File: src/rtl/mul_div_unit_pkg.sv
// mul_div_unit_pkg
//   Shared definitions for the RV32M multiply/divide unit:
//   - funct3 operation codes (mdu_ctl_e)
//   - sequencer state encodings (mdu_state_e)
//   - default width and iteration count
//   - helpers that classify an operation as divide and give operand signedness
package mul_div_unit_pkg;

  localparam int MDU_XLEN = 32;
  localparam int MDU_ITER = MDU_XLEN;

  typedef enum logic [2:0] {
    MDU_CTL_MUL    = 3'b000,
    MDU_CTL_MULH   = 3'b001,
    MDU_CTL_MULHSU = 3'b010,
    MDU_CTL_MULHU  = 3'b011,
    MDU_CTL_DIV    = 3'b100,
    MDU_CTL_DIVU   = 3'b101,
    MDU_CTL_REM    = 3'b110,
    MDU_CTL_REMU   = 3'b111
  } mdu_ctl_e;

  typedef enum logic [1:0] {
    MDU_ST_IDLE = 2'b00,
    MDU_ST_CALC = 2'b01,
    MDU_ST_FIX  = 2'b10,
    MDU_ST_DONE = 2'b11
  } mdu_state_e;

  function automatic logic ctl_is_div(input mdu_ctl_e ctl);
    return ctl[2];
  endfunction

  // Op1 is treated as signed by every op except the fully unsigned ones.
  function automatic logic ctl_op1_signed(input mdu_ctl_e ctl);
    logic s;
    case (ctl)
      MDU_CTL_MULHU, MDU_CTL_DIVU, MDU_CTL_REMU: s = 1'b0;
      default:                                   s = 1'b1;
    endcase
    return s;
  endfunction

  // Op2 is signed only for the fully signed ops.
  function automatic logic ctl_op2_signed(input mdu_ctl_e ctl);
    logic s;
    case (ctl)
      MDU_CTL_MUL, MDU_CTL_MULH, MDU_CTL_DIV, MDU_CTL_REM: s = 1'b1;
      default:                                             s = 1'b0;
    endcase
    return s;
  endfunction

endpackage

File: src/rtl/mul_div_unit.sv
// mul_div_unit
//   Iterative RV32M multiply/divide unit for the EX stage. Radix-2 shift-add
//   multiply and restoring divide on operand magnitudes, with sign fix-up in
//   a final cycle. Fixed latency: Done_o pulses 34 cycles after the accept edge.
//
//   state | meaning
//   ------+-----------------------------------------------------------
//   IDLE  | waiting for Start_i; Res_o holds the last result
//   CALC  | one multiply/divide bit per cycle, ITER cycles
//   FIX   | sign correction; result registered at the end of this cycle
//   DONE  | Done_o pulse, Res_o valid
//
// Ports
//   clk_i        clock
//   rst_i        synchronous active-high reset
//   Start_i      request strobe, sampled only in IDLE
//   Kill_i       abort (pipeline flush), priority over Start_i
//   MulDivCtl_i  funct3 operation select
//   Op1_i        rs1 (multiplicand / dividend)
//   Op2_i        rs2 (multiplier / divisor)
//   Busy_o       high in CALC and FIX
//   Done_o       one-cycle result-valid pulse
//   Res_o        result, held until the next completed op
module mul_div_unit
  import mul_div_unit_pkg::*;
#(
  parameter int XLEN = MDU_XLEN,
  parameter int ITER = XLEN
) (
  input  logic            clk_i,
  input  logic            rst_i,
  input  logic            Start_i,
  input  logic            Kill_i,
  input  logic [2:0]      MulDivCtl_i,
  input  logic [XLEN-1:0] Op1_i,
  input  logic [XLEN-1:0] Op2_i,
  output logic            Busy_o,
  output logic            Done_o,
  output logic [XLEN-1:0] Res_o
);

  localparam int CNT_W = $clog2(ITER + 1);
  localparam logic [CNT_W-1:0] CNT_LOAD = CNT_W'(ITER - 1);

  mdu_state_e       state_q, state_d;
  logic [CNT_W-1:0] cnt_q;
  mdu_ctl_e         ctl_q;
  logic [XLEN-1:0]  mcand_q;   // multiplicand or divisor magnitude
  logic [XLEN-1:0]  acc_hi_q;  // product high half / partial remainder
  logic [XLEN-1:0]  acc_lo_q;  // multiplier bits -> product low half / dividend -> quotient
  logic [XLEN-1:0]  res_q;
  logic             neg_res_q;
  logic             neg_rem_q;
  logic             div_zero_q;

  logic accept;
  logic last_iter;

  assign accept    = (state_q == MDU_ST_IDLE) && Start_i && !Kill_i;
  assign last_iter = (cnt_q == '0);

  always_ff @(posedge clk_i) begin
    if (rst_i) begin
      state_q <= MDU_ST_IDLE;
    end else begin
      state_q <= state_d;
    end
  end

  always_comb begin
    state_d = state_q;
    if (Kill_i) begin
      state_d = MDU_ST_IDLE;
    end else begin
      case (state_q)
        MDU_ST_IDLE: if (Start_i) state_d = MDU_ST_CALC;
        MDU_ST_CALC: if (last_iter) state_d = MDU_ST_FIX;
        MDU_ST_FIX:  state_d = MDU_ST_DONE;
        MDU_ST_DONE: state_d = MDU_ST_IDLE;
        default:     state_d = MDU_ST_IDLE;
      endcase
    end
  end

  // Operand preparation at accept: the datapath only ever sees magnitudes.
  mdu_ctl_e        ctl_in;
  logic            op1_neg, op2_neg;
  logic [XLEN-1:0] op1_mag, op2_mag;

  always_comb begin
    ctl_in  = mdu_ctl_e'(MulDivCtl_i);
    op1_neg = ctl_op1_signed(ctl_in) & Op1_i[XLEN-1];
    op2_neg = ctl_op2_signed(ctl_in) & Op2_i[XLEN-1];
    op1_mag = op1_neg ? -Op1_i : Op1_i;
    op2_mag = op2_neg ? -Op2_i : Op2_i;
  end

  // One iteration step for each kind of op.
  logic [XLEN:0] mul_sum;
  logic [XLEN:0] div_shift;
  logic [XLEN:0] div_diff;

  always_comb begin
    mul_sum   = {1'b0, acc_hi_q} + (acc_lo_q[0] ? {1'b0, mcand_q} : '0);
    div_shift = {acc_hi_q, acc_lo_q[XLEN-1]};
    // Partial remainder stays below the divisor, so bit XLEN of the
    // difference is a reliable borrow flag.
    div_diff  = div_shift - {1'b0, mcand_q};
  end

  // Sign fix-up and result selection, consumed in FIX.
  logic [2*XLEN-1:0] prod_fix;
  logic [XLEN-1:0]   quo_fix;
  logic [XLEN-1:0]   rem_fix;
  logic [XLEN-1:0]   res_d;

  always_comb begin
    prod_fix = neg_res_q ? -{acc_hi_q, acc_lo_q} : {acc_hi_q, acc_lo_q};
    // Divide-by-zero keeps the all-ones quotient regardless of signs.
    quo_fix  = (neg_res_q && !div_zero_q) ? -acc_lo_q : acc_lo_q;
    rem_fix  = neg_rem_q ? -acc_hi_q : acc_hi_q;
    case (ctl_q)
      MDU_CTL_MUL:                                 res_d = prod_fix[XLEN-1:0];
      MDU_CTL_MULH, MDU_CTL_MULHSU, MDU_CTL_MULHU: res_d = prod_fix[2*XLEN-1:XLEN];
      MDU_CTL_DIV, MDU_CTL_DIVU:                   res_d = quo_fix;
      default:                                     res_d = rem_fix;
    endcase
  end

  always_ff @(posedge clk_i) begin
    if (rst_i) begin
      cnt_q      <= '0;
      ctl_q      <= MDU_CTL_MUL;
      mcand_q    <= '0;
      acc_hi_q   <= '0;
      acc_lo_q   <= '0;
      res_q      <= '0;
      neg_res_q  <= 1'b0;
      neg_rem_q  <= 1'b0;
      div_zero_q <= 1'b0;
    end else if (Kill_i) begin
      cnt_q <= '0;
    end else if (accept) begin
      cnt_q      <= CNT_LOAD;
      ctl_q      <= ctl_in;
      acc_hi_q   <= '0;
      neg_res_q  <= op1_neg ^ op2_neg;
      neg_rem_q  <= op1_neg;
      div_zero_q <= (Op2_i == '0);
      if (ctl_is_div(ctl_in)) begin
        mcand_q  <= op2_mag;
        acc_lo_q <= op1_mag;
      end else begin
        mcand_q  <= op1_mag;
        acc_lo_q <= op2_mag;
      end
    end else if (state_q == MDU_ST_CALC) begin
      if (!last_iter) cnt_q <= cnt_q - CNT_W'(1);
      if (ctl_is_div(ctl_q)) begin
        if (!div_diff[XLEN]) begin
          acc_hi_q <= div_diff[XLEN-1:0];
          acc_lo_q <= {acc_lo_q[XLEN-2:0], 1'b1};
        end else begin
          acc_hi_q <= div_shift[XLEN-1:0];
          acc_lo_q <= {acc_lo_q[XLEN-2:0], 1'b0};
        end
      end else begin
        acc_hi_q <= mul_sum[XLEN:1];
        acc_lo_q <= {mul_sum[0], acc_lo_q[XLEN-1:1]};
      end
    end else if (state_q == MDU_ST_FIX) begin
      res_q <= res_d;
    end
  end

  assign Busy_o = (state_q == MDU_ST_CALC) || (state_q == MDU_ST_FIX);
  assign Done_o = (state_q == MDU_ST_DONE);
  assign Res_o  = res_q;

endmodule

File: config.mk
export PLATFORM = sky130hd
export DESIGN_NAME = mul_div_unit
export DESIGN_NICKNAME = d
export VERILOG_FILES = /design/src/rtl/mul_div_unit_pkg.sv /design/src/rtl/mul_div_unit.sv
export SDC_FILE = /design/constraint.sdc
export NUM_CORES = 1
export LEC_CHECK = 0
export BUFFER_PORTS_ARGS = -buffer_cell sky130_fd_sc_hd__buf_2
export CAP_MARGIN = 10
export CELL_PAD_IN_SITES_DETAIL_PLACEMENT = 0
export CELL_PAD_IN_SITES_GLOBAL_PLACEMENT = 1
export CORE_MARGIN = 4
export CORE_UTILIZATION = 50
export CTS_BUF_LIST = sky130_fd_sc_hd__clkbuf_8
export CTS_CLUSTER_SIZE = 8
export DETAILED_ROUTE_END_ITERATION = 6
export PLACE_DENSITY = 0.95
export SYNTH_ARGS = -nofsm -noshare
export SYNTH_HDL_FRONTEND = slang
export SYNTH_SLANG_ARGS = --single-unit
File: constraint.sdc
create_clock -name clk_i -period 8.9 [get_ports clk_i]
set_input_delay 1.78 -clock clk_i [delete_from_list [all_inputs] [get_ports clk_i]]
set_output_delay 1.78 -clock clk_i [all_outputs]
set_load 0.005 [all_outputs]
==> flow_metrics.py, run 1 <==
metrics = {
    "outcome": {
        "status": "complete, no violations",
    },
    "power_and_ir_drop": {
        "power.ir.vdd_worst_mv": 0.0848,
        "total_power_mw": 2.03,
        "leakagePower_nw": 6.30,
        "power_per_cell_area_nw_per_um2": 129,
    },
    "die": {
        "num_io_pins": 105,
        "floorplan.initialDensity_pct": 51.0,
        "core_region_area_um2": 28900,
        "design.die.area_um2": 32200,
        "die_height_um": 180,
        "row_count": 62,
        "die_width_um": 180,
    },
    "global_routing": {
        "grt_max_degree": 88,
        "grt_use_total_pct": 32.4,
        "grt.overflow.total": 0,
        "met3_resource_use_gr_pct": 5.72,
        "antenna_found_initial": 0,
        "global_route_wire_length_before_repair_um": 85200,
        "first_global_vias": 14900,
        "globalRouteMet2Util_pct": 48.9,
        "globalRoute.busiestLayer": "met2",
        "met1_resource_use_gr_pct": 45.1,
    },
    "cts": {
        "root_buffer": "clkbuf_8",
        "cts-resized-gates": 0,
        "clock_tree_from_tritoncts": "built",
        "cts_setup_buffers": 0,
        "postCtsHoldBufs": 0,
        "worst_setup_hold_path_clk_slew_ns": 0.10,
        "clkLatencyLatePin_ns": 0.49,
        "clock_sink_count": 142,
        "level_count_of_the_clock_h_tree": 4,
        "cts_buffer_depth": 2,
        "number_of_clock_buffers_inserted_by_tritoncts": 17,
    },
    "sta": {
        "setup-tns-final_ns": 0,
        "fin_crit_sh_pct": 50.1,
        "fin_worst_skew_ns": 0.0250,
        "report.final.slew_viol_count": 0,
        "finalSetupViolations": 0,
        "final.min_clock_period_ns": 4.46,
        "grt_setup_unrepaired": "false",
        "timing.final.ws_setup_ns": 4.44,
        "slew_of_the_pin_with_the_lowest_slew_margin_ns": 1.07,
        "hold_violation_count_in_the_final_report": 0,
        "fmax_mhz": 224,
        "max_slew_margin_pct": 28.8,
    },
    "synthesis": {
        "synth_common_cells": "nand2_1 (223), nor2_1 (197), a21oi_1 (172), o21ai_0 (161), dfxtp_1 (142)",
        "synth.largest_area_cell": "dfxtp_1",
        "synth-seq-cells": 142,
        "synth_enable_flop_cells": 0,
        "netlist_instances": 2084,
        "area_share_of_the_largest_cell_type_after_synthesis_pct": 19.3,
        "synth_top_cells_by_area": "dfxtp_1 (19%), xnor2_1 (6.4%), ha_1 (6.3%)",
        "synthFlopType": "dfxtp_1",
        "synth_sequential_area_ratio_pct": 19.3,
        "synth.lib_cells_used.distinct": 79,
        "yosys_warnings": 0,
        "synth-async-reset-ratio_pct": 0,
        "synth_nets": 2231,
        "synth_most_common_cell": "nand2_1",
        "post_synthesis_mean_instance_area_um2": 7.06,
        "netlist_area_um2": 14700,
    },
    "placed_design": {
        "dp_hpwl_um": 41900,
        "io_buffer_count": 104,
        "gp_routability_congestion": 1.03,
        "dp_worst_setup_slack_ns": 4.03,
        "post-place-cells": 2446,
    },
    "final_layout": {
        "multi_input_comb_area_um2": 11100,
        "fin_nets": 2228,
        "filler_cell_count": 2881,
        "layout-area-overhead-vs-synth_pct": 7.27,
        "antenna_cells_inserted": 0,
        "drive_above_1_share_pct": 9.69,
        "final-instance-count-excl-fill": 2478,
        "layout.area.seq_um2": 2850,
    },
    "setup_path": {
        "startpoint_type": "input pin",
        "max_stage_delay_ns": 0.60,
        "worstPathCellList": "buf_2 -> or4_1 -> or4_1 -> or3_1 -> nor3_1 -> a21oi_1 -> xnor2_1 -> a211oi_1 -> a21oi_1 -> nor2_1",
        "cp_max_fo": 6,
        "critical_path_class": "input pin to flop",
        "critPathRequiredTime_ns": 9.30,
        "reg2regPathDepth": 11,
        "endpoint_class_of_the_critical_path": "flop",
        "critPathArrivalTime_ns": 4.86,
        "crit_path_top_delay_cell": "or4_1",
    },
    "routing": {
        "num_vias": 16200,
        "firstDrtPassIters": 6,
        "drt-wirelength-per-cell_um": 22.3,
        "drt-total-wl_um": 55100,
        "avgViaCountPerCell": 6.54,
        "drtAntennaViolNets": 0,
        "detailedRoute.firstIterationViolations": 2190,
        "post-route-drc-count": 0,
    },
    "worst_hold_path": {
        "hp-class": "flop to flop",
        "hold-path-cell-count": 2,
    },
    "run": {
        "cap_violations": 0,
    },
}
sequential cells by signal (all words and copies together) (netlist names):
register / count
state_q: 2
acc_hi_q: 32
mcand_q: 32
Res_o: 32
neg_rem_q: 1
div_zero_q: 1
ctl_q: 3
cnt_q: 6
neg_res_q: 1
acc_lo_q: 32
cells by family (layout without fill, tap and decap cells):
kind of cell,after synthesis,count (layout),synth area share [%]
AOI/OAI and AO/OA,670,670,29.3
xor gates and xnor gates,187,187,11.1
adders and majority gates,76,76,6.57
buffers and inverters,220,230,5.71
DFF,142,142,19.3
muxes,69,69,4.72
and+or+nand+nor,720,720,23.2
final timing paths:
kind | startpoint | endpoint | slack, ns
setup / recovery | Op2_i[6] | mcand_q[29] | 4.44
hold / removal | Res_o[1] | Res_o[1] | 0.46
setup reg to reg | acc_hi_q[0] | acc_hi_q[7] | 4.52
hold reg to reg | Res_o[1] | Res_o[1] | 0.46
metal layers:
metal  up-vias  part of all wire, %
met2       946                   42
met4         0                  5.3
met1      7560                   43
li1       7555                    -
met5         -                    0
met3       152                  9.6
cells in the final DEF (no fill, tap or decap), types with 15 or more instances in the layout:
master / instances
nand2_1: 223
nor2_1: 193
a21oi_1: 172
o21ai_0: 161
dfxtp_1: 140
xnor2_1: 108
buf_2: 103
xor2_1: 79
nor3_1: 76
ha_1: 74
inv_1: 69
mux2i_1: 66
a21o_1: 42
nand3_1: 36
a211oi_1: 34
o31ai_1: 31
o211ai_1: 31
or3_1: 29
buf_4: 25
nand2b_1: 23
nor4_1: 21
a31oi_1: 20
a22oi_1: 18
o21a_1: 17
clkbuf_8: 17
o221ai_1: 16
nand4_1: 16
o22ai_1: 15
cell type report:
| type | instances | share of cell area (%) |
|---|---|---|
| clock inverter | 15 | 1.21 |
| clock buffer | 17 | 1.48 |
| tap | 384 | 3.04 |
| multi-input combinational | 1722 | 70.1 |
| sequential | 142 | 18.0 |
| inverter | 70 | 1.66 |
| timing repair buffer | 128 | 4.46 |
worst max-delay path, delay by kind of cell:
kind	cells	cell delay [ns]
and+or+nand+nor	5	2.28
AOI/OAI and AO/OA	3	0.50
xor gates and xnor gates	1	0.17
buffers and inverters	1	0.11
power by group:
group          switching, mW  internal, mW
Sequential            0.0486         0.662
Combinational          0.467         0.257
Clock                  0.328         0.267
per-stage QoR:
stage / hold WS (ns) / cell area [µm²] / utilization [%]
final: 0.458 / 15800 / 54.7
after global routing: 0.478 / 15800 / 54.7
after CTS: 0.457 / 15800 / 54.7
after detailed placement: 0.444 / 15400 / 53.2
after global placement: 0.442 / 15400 / 53.2
after floorplan: 0.432 / 14700 / -
(Power assumes the default switching activity.)
==> run 2, diff against run 1 <==
--- a/config.mk
+++ b/config.mk
@@ -10,11 +10,11 @@
 export CELL_PAD_IN_SITES_DETAIL_PLACEMENT = 0
 export CELL_PAD_IN_SITES_GLOBAL_PLACEMENT = 1
 export CORE_MARGIN = 4
-export CORE_UTILIZATION = 50
+export CORE_UTILIZATION = 42
 export CTS_BUF_LIST = sky130_fd_sc_hd__clkbuf_8
 export CTS_CLUSTER_SIZE = 8
 export DETAILED_ROUTE_END_ITERATION = 6
-export PLACE_DENSITY = 0.95
+export PLACE_DENSITY = 0.9
 export SYNTH_ARGS = -nofsm -noshare
 export SYNTH_HDL_FRONTEND = slang
 export SYNTH_SLANG_ARGS = --single-unit
==> constraint.sdc (replaced) <==
create_clock -name clk_i -period 3.7 [get_ports clk_i]
set_input_delay 0.74 -clock clk_i [delete_from_list [all_inputs] [get_ports clk_i]]
set_output_delay 0.74 -clock clk_i [all_outputs]
set_load 0.005 [all_outputs]
==> flow_metrics.py, run 2 (synthesized netlist as in run 1, its figures left out) <==
metrics = {
    "cts": {
        "clkLatencyLatePin_ns": 0.49,
        "level_count_of_the_clock_h_tree": 4,
        "number_of_clock_buffers_inserted_by_tritoncts": 17,
        "clock_sink_count": 142,
        "postCtsHoldBufs": 0,
        "root_buffer": "clkbuf_8",
        "cts_buffer_depth": 2,
        "worst_setup_hold_path_clk_slew_ns": 0.10,
        "clock_tree_from_tritoncts": "built",
    },
    "routing": {
        "wl_met3_um": 5210,
        "post-route-drc-count": 0,
        "route.met2.wl_um": 25300,
        "met1_wire_length_um": 24600,
        "drt-wirelength-per-cell_um": 21.9,
        "avgViaCountPerCell": 6.26,
        "detailedRoute.firstIterationViolations": 2071,
        "drtAntennaViolNets": 0,
        "drt-total-wl_um": 58100,
        "num_vias": 16600,
        "firstDrtPassIters": 5,
        "top_layer_used": "met4",
    },
    "global_routing": {
        "antenna_found_initial": 1,
        "grt_use_total_pct": 29.2,
        "global_route_wire_length_before_repair_um": 89000,
        "grt.overflow.total": 0,
        "grt_max_degree": 85,
        "first_global_vias": 15400,
    },
    "power_and_ir_drop": {
        "power.share.switching_pct": 41.2,
        "share_seq_of_total_power_pct": 33.7,
        "power.ir.vdd_worst_mv": 0.208,
        "power_frac_comb_pct": 38.6,
        "leakagePower_nw": 6.84,
        "power_per_cell_area_nw_per_um2": 298,
        "internal_power_mw": 2.92,
        "total_switching_power_mw": 2.05,
        "power.clock.fraction_pct": 27.7,
    },
    "die": {
        "die_width_um": 195,
        "row_count": 68,
        "num_io_pins": 105,
        "die_height_um": 195,
        "design.die.area_um2": 38100,
        "core_region_area_um2": 34500,
        "floorplan.initialDensity_pct": 42.6,
    },
    "final_layout": {
        "layout-area-overhead-vs-synth_pct": 13.5,
        "filler_cell_count": 3557,
        "final-instance-count-excl-fill": 2655,
        "antenna_cells_inserted": 0,
        "drive_above_1_share_pct": 14.0,
        "layout_common_cells": "nand2_1 (223), nor2_1 (195), a21oi_1 (172)",
        "postLayoutCellArea_um2": 16700,
        "fin_nets": 2334,
        "layout.cells.most_common": "nand2_1",
    },
    "setup_path": {
        "critPathRequiredTime_ns": 4.07,
        "critical_path_class": "flop to flop",
        "endpoint_class_of_the_critical_path": "flop",
        "startpoint_type": "flop",
        "cp_max_fo": 7,
        "critPathArrivalTime_ns": 3.93,
    },
    "placed_design": {
        "post-place-cells": 2623,
        "io_buffer_count": 104,
        "gp_routability_congestion": 1.03,
        "placed_area_um2": 16300,
        "dp_hpwl_um": 45300,
    },
    "sta": {
        "fin_crit_sh_pct": 96.1,
        "setup-tns-final_ns": 0,
        "grt_setup_unrepaired": "false",
        "report.final.slew_viol_count": 0,
        "hold_violation_count_in_the_final_report": 0,
        "finalSetupViolations": 0,
        "max_slew_margin_pct": 27.0,
        "final.min_clock_period_ns": 3.55,
        "fin_worst_skew_ns": 0.0262,
        "fmax_mhz": 281,
        "slew_of_the_pin_with_the_lowest_slew_margin_ns": 1.09,
        "hold_ws_ns": 0.456,
    },
    "outcome": {
        "status": "complete, no violations",
    },
    "worst_hold_path": {
        "hp-class": "flop to flop",
    },
    "run": {
        "cap_violations": 0,
    },
}
run 2: changes by cell type in the layout (fill, tap and decap cells not counted), moves of 2 or more:
cell / before / now
buf_4: 25 / 128
buf_12: 0 / 3
inv_8: 7 / 4
clkinv_4: 0 / 2
clkinvlp_4: 1 / 3
inv_6: 5 / 3
nor2_1: 193 / 195
run 2: power by group through the flow:
stage,clock network [mW],logic [mW],registers (mW)
after global placement,0,1.83,1.70
after global routing,1.44,2.05,1.68
after detailed placement,0,1.85,1.71
after CTS,1.38,1.86,1.67
final,1.38,1.92,1.68
after floorplan,0,1.25,1.66
run 2: worst max-delay path: stages, from the launching register on:
cell	delay (ns)
dfxtp_1	0.50
ha_1	0.34
nand2b_1	0.12
a21oi_1	0.11
a2111oi_2	0.72
o21ai_0	0.20
buf_4	0.19
and4_1	0.20
o21ai_1	0.36
nand2_1	0.12
buf_4	0.18
a221oi_1	0.27
a211oi_1	0.12
run 2: routing by layer:
metal  track usage [%]  vias to the layer above
met3              4.73                      172
met1              39.5                     7746
met2              46.5                      940
met4              11.6                        0
met5                 0                        -
li1                  -                     7774
run 2: stage by stage:
stage / worst slack, ns / total power [mW] / utilization, %
floorplan: 0.398 / 2.91 / -
global placement: 0.0678 / 3.54 / 47.1
detailed placement: 0.0172 / 3.56 / 47.1
CTS: 0.173 / 4.91 / 48.3
global route: 0.0425 / 5.18 / 48.3
finish: 0.146 / 4.97 / 48.3
run 2: path summary, 6_finish.rpt:
kind / cells past startpoint / slack (ns) / startpoint / to
worst max-delay path: 12 / 0.15 / acc_hi_q[1] / acc_hi_q[27]
worst min-delay path: 2 / 0.46 / mcand_q[4] / mcand_q[4]
worst max register to register: 12 / 0.15 / acc_hi_q[1] / acc_hi_q[27]
worst min register to register: 2 / 0.46 / mcand_q[4] / mcand_q[4]
run 2: cell type report:
type	instances	area, µm²	share of cell area (%)
clock buffer	17	234	1.40
clock inverter	15	176	1.06
inverter	70	263	1.57
multi-input combinational	1722	11100	66.3
sequential	142	2850	17.0
tap	455	569	3.41
timing repair buffer	234	1540	9.20
run 2: repair_timing:
action                                  CTS  global route
endpoints found under the setup margin    0             3
resized for setup                         0             2
setup buffers                             0             0
endpoints found under the hold margin     0             0
==> run 3, diff against run 2 <==
--- a/config.mk
+++ b/config.mk
@@ -10,11 +10,11 @@
 export CELL_PAD_IN_SITES_DETAIL_PLACEMENT = 0
 export CELL_PAD_IN_SITES_GLOBAL_PLACEMENT = 1
 export CORE_MARGIN = 4
-export CORE_UTILIZATION = 42
+export CORE_UTILIZATION = 46
 export CTS_BUF_LIST = sky130_fd_sc_hd__clkbuf_8
 export CTS_CLUSTER_SIZE = 8
 export DETAILED_ROUTE_END_ITERATION = 6
-export PLACE_DENSITY = 0.9
+export PLACE_DENSITY = 0.93
 export SYNTH_ARGS = -nofsm -noshare
 export SYNTH_HDL_FRONTEND = slang
 export SYNTH_SLANG_ARGS = --single-unit
==> constraint.sdc (replaced) <==
create_clock -name clk_i -period 3.3 [get_ports clk_i]
set_input_delay 0.66 -clock clk_i [delete_from_list [all_inputs] [get_ports clk_i]]
set_output_delay 0.66 -clock clk_i [all_outputs]
set_load 0.005 [all_outputs]
==> flow_metrics.py, run 3 (synthesized netlist as in run 1, its figures left out) <==
metrics = {
    "outcome": {
        "status": "complete, no violations",
    },
    "sta": {
        "slew_of_the_pin_with_the_lowest_slew_margin_ns": 1.06,
        "max_slew_margin_pct": 29.2,
        "fmax_mhz": 314,
        "hold_violation_count_in_the_final_report": 0,
        "fin_crit_sh_pct": 96.4,
        "setup-tns-final_ns": 0,
        "report.final.slew_viol_count": 0,
        "finalSetupViolations": 0,
        "fin_worst_skew_ns": 0.0250,
        "final.min_clock_period_ns": 3.18,
    },
    "die": {
        "floorplan.initialDensity_pct": 46.6,
        "design.die.area_um2": 34900,
        "die_width_um": 187,
        "num_io_pins": 105,
        "die_height_um": 187,
        "row_count": 65,
        "core_region_area_um2": 31600,
    },
    "power_and_ir_drop": {
        "total_power_mw": 5.59,
        "power.clock.fraction_pct": 24.9,
        "power_per_cell_area_nw_per_um2": 321,
        "total_switching_power_mw": 2.30,
        "power.share.switching_pct": 41.1,
        "power.ir.vdd_worst_mv": 0.218,
        "power_frac_comb_pct": 42.1,
        "internal_power_mw": 3.29,
        "share_seq_of_total_power_pct": 33.0,
        "leakagePower_nw": 7.30,
    },
    "setup_path": {
        "critPathArrivalTime_ns": 3.56,
        "worstPathCellList": "inv_1 -> ha_1 -> a21o_1 -> a211o_1 -> a211oi_4 -> o31ai_4 -> a21oi_2 -> a21oi_2 -> nor2_2 -> buf_12 -> mux2_2 -> a221o_1",
        "buf_inv_stages_crit_path": 2,
        "max_stage_delay_ns": 0.38,
        "cp_max_fo": 6,
        "crit_path_frequent_cell": "a21oi_2",
        "critPathRequiredTime_ns": 3.68,
        "cp_num_cells": 12,
        "reg2regPathDepth": 12,
        "crit_family": "compound AO/OA/AOI/OAI gates",
        "crit_path_top_delay_cell": "ha_1",
        "startpoint_type": "flop",
        "endpoint_class_of_the_critical_path": "flop",
        "critical_path_class": "flop to flop",
    },
    "global_routing": {
        "met1_resource_use_gr_pct": 40.5,
        "grt_max_degree": 86,
        "global_route_wire_length_before_repair_um": 88900,
        "grt_use_total_pct": 31.3,
        "first_global_vias": 16200,
        "globalRouteMet2Util_pct": 47.5,
        "met3_resource_use_gr_pct": 7.05,
        "grt.overflow.total": 0,
        "antenna_found_initial": 1,
        "globalRoute.busiestLayer": "met2",
    },
    "routing": {
        "drt-wirelength-per-cell_um": 21.4,
        "post-route-drc-count": 0,
        "drtAntennaViolNets": 0,
        "avgViaCountPerCell": 6.43,
        "num_vias": 17300,
        "firstDrtPassIters": 7,
        "detailedRoute.firstIterationViolations": 2096,
        "drt-total-wl_um": 57700,
    },
    "cts": {
        "clkLatencyLatePin_ns": 0.49,
        "clock_tree_from_tritoncts": "built",
        "cts_buffer_depth": 2,
        "clock_sink_count": 142,
        "worst_setup_hold_path_clk_slew_ns": 0.09,
        "root_buffer": "clkbuf_8",
        "level_count_of_the_clock_h_tree": 4,
        "number_of_clock_buffers_inserted_by_tritoncts": 17,
    },
    "final_layout": {
        "layout_common_cells": "nand2_1 (223), buf_4 (214), nor2_1 (194)",
        "antenna_cells_inserted": 0,
        "layout.cells.most_common": "nand2_1",
        "drive_above_1_share_pct": 18.7,
        "fin_nets": 2423,
        "final-instance-count-excl-fill": 2691,
        "fin_util_pct": 55.2,
        "layout-area-overhead-vs-synth_pct": 18.5,
    },
    "placed_design": {
        "post-place-cells": 2652,
        "io_buffer_count": 104,
        "dp_hpwl_um": 44800,
        "gp_routability_congestion": 1.05,
    },
    "worst_hold_path": {
        "hp-class": "input pin to flop",
        "hold-path-cell-count": 3,
    },
    "run": {
        "cap_violations": 0,
    },
}
==> run 3: cell count changes in the layout (fill, tap and decap cells not counted), sizes merged <==
| cell | delta |
|---|---|
| buf | +89 |
| inv | -3 |
| bufinv | -2 |
| clkbuf | +2 |
| clkinv | +2 |
| clkinvlp | +1 |
==> run 3: metal layers <==
layer	vias to the layer above	wire, µm
li1	7951	-
met1	8010	22800
met2	1122	24500
met3	227	6320
met4	2	4070
met5	-	7
==> run 3: power by group through the flow <==
stage | clock [mW] | combinational, mW | sequential, mW
CTS | 1.37 | 2.21 | 1.84
floorplan | 0 | 1.40 | 1.87
finish | 1.39 | 2.35 | 1.85
global route | 1.45 | 2.52 | 1.85
global placement | 0 | 2.17 | 1.88
detailed placement | 0 | 2.20 | 1.88
==> run 3: area by class of cell <==
type | count | area (µm²)
Sequential cell | 142 | 2850
Tap cell | 402 | 503
Clock inverter | 13 | 106
Multi-Input combinational cell | 1722 | 11200
Timing Repair Buffer | 323 | 2230
Inverter | 70 | 263
Clock buffer | 19 | 262
Fill cell | 3013 | 14100
==> run 3: final timing paths <==
| check | from | endpoint | slack (ns) |
|---|---|---|---|
| min reg2reg | mcand_q[8] | mcand_q[8] | 0.45 |
| min | MulDivCtl_i[1] | ctl_q[1] | 0.45 |
| max | mcand_q[23] | acc_hi_q[7] | 0.12 |
| max reg2reg | mcand_q[23] | acc_hi_q[7] | 0.12 |
==> run 3: worst min-delay path, cell delays in order <==
cell and delay [ns]:
buf_2 0.12, nand2_1 0.06, a21oi_1 0.05
==> run 3: stage by stage <==
stage | hold slack (ns) | worst slack (ns) | instance area [µm²]
after detailed placement | 0.442 | -0.0139 | 16800
after global routing | 0.464 | -0.0614 | 17400
after CTS | 0.441 | 0.0146 | 17200
after global placement | 0.440 | 0.0200 | 16800
final | 0.447 | 0.118 | 17400
after floorplan | 0.432 | 0.0494 | 14700
==> run 3: repair_timing <==
action | CTS | global route
gates resized for setup | 2 | 44
pin swaps | 0 | 7
buffers inserted | 0 | 7
endpoints found under the hold margin | 0 | 0
hold buffers | 0 | 0
endpoints found under the setup margin | 2 | 43
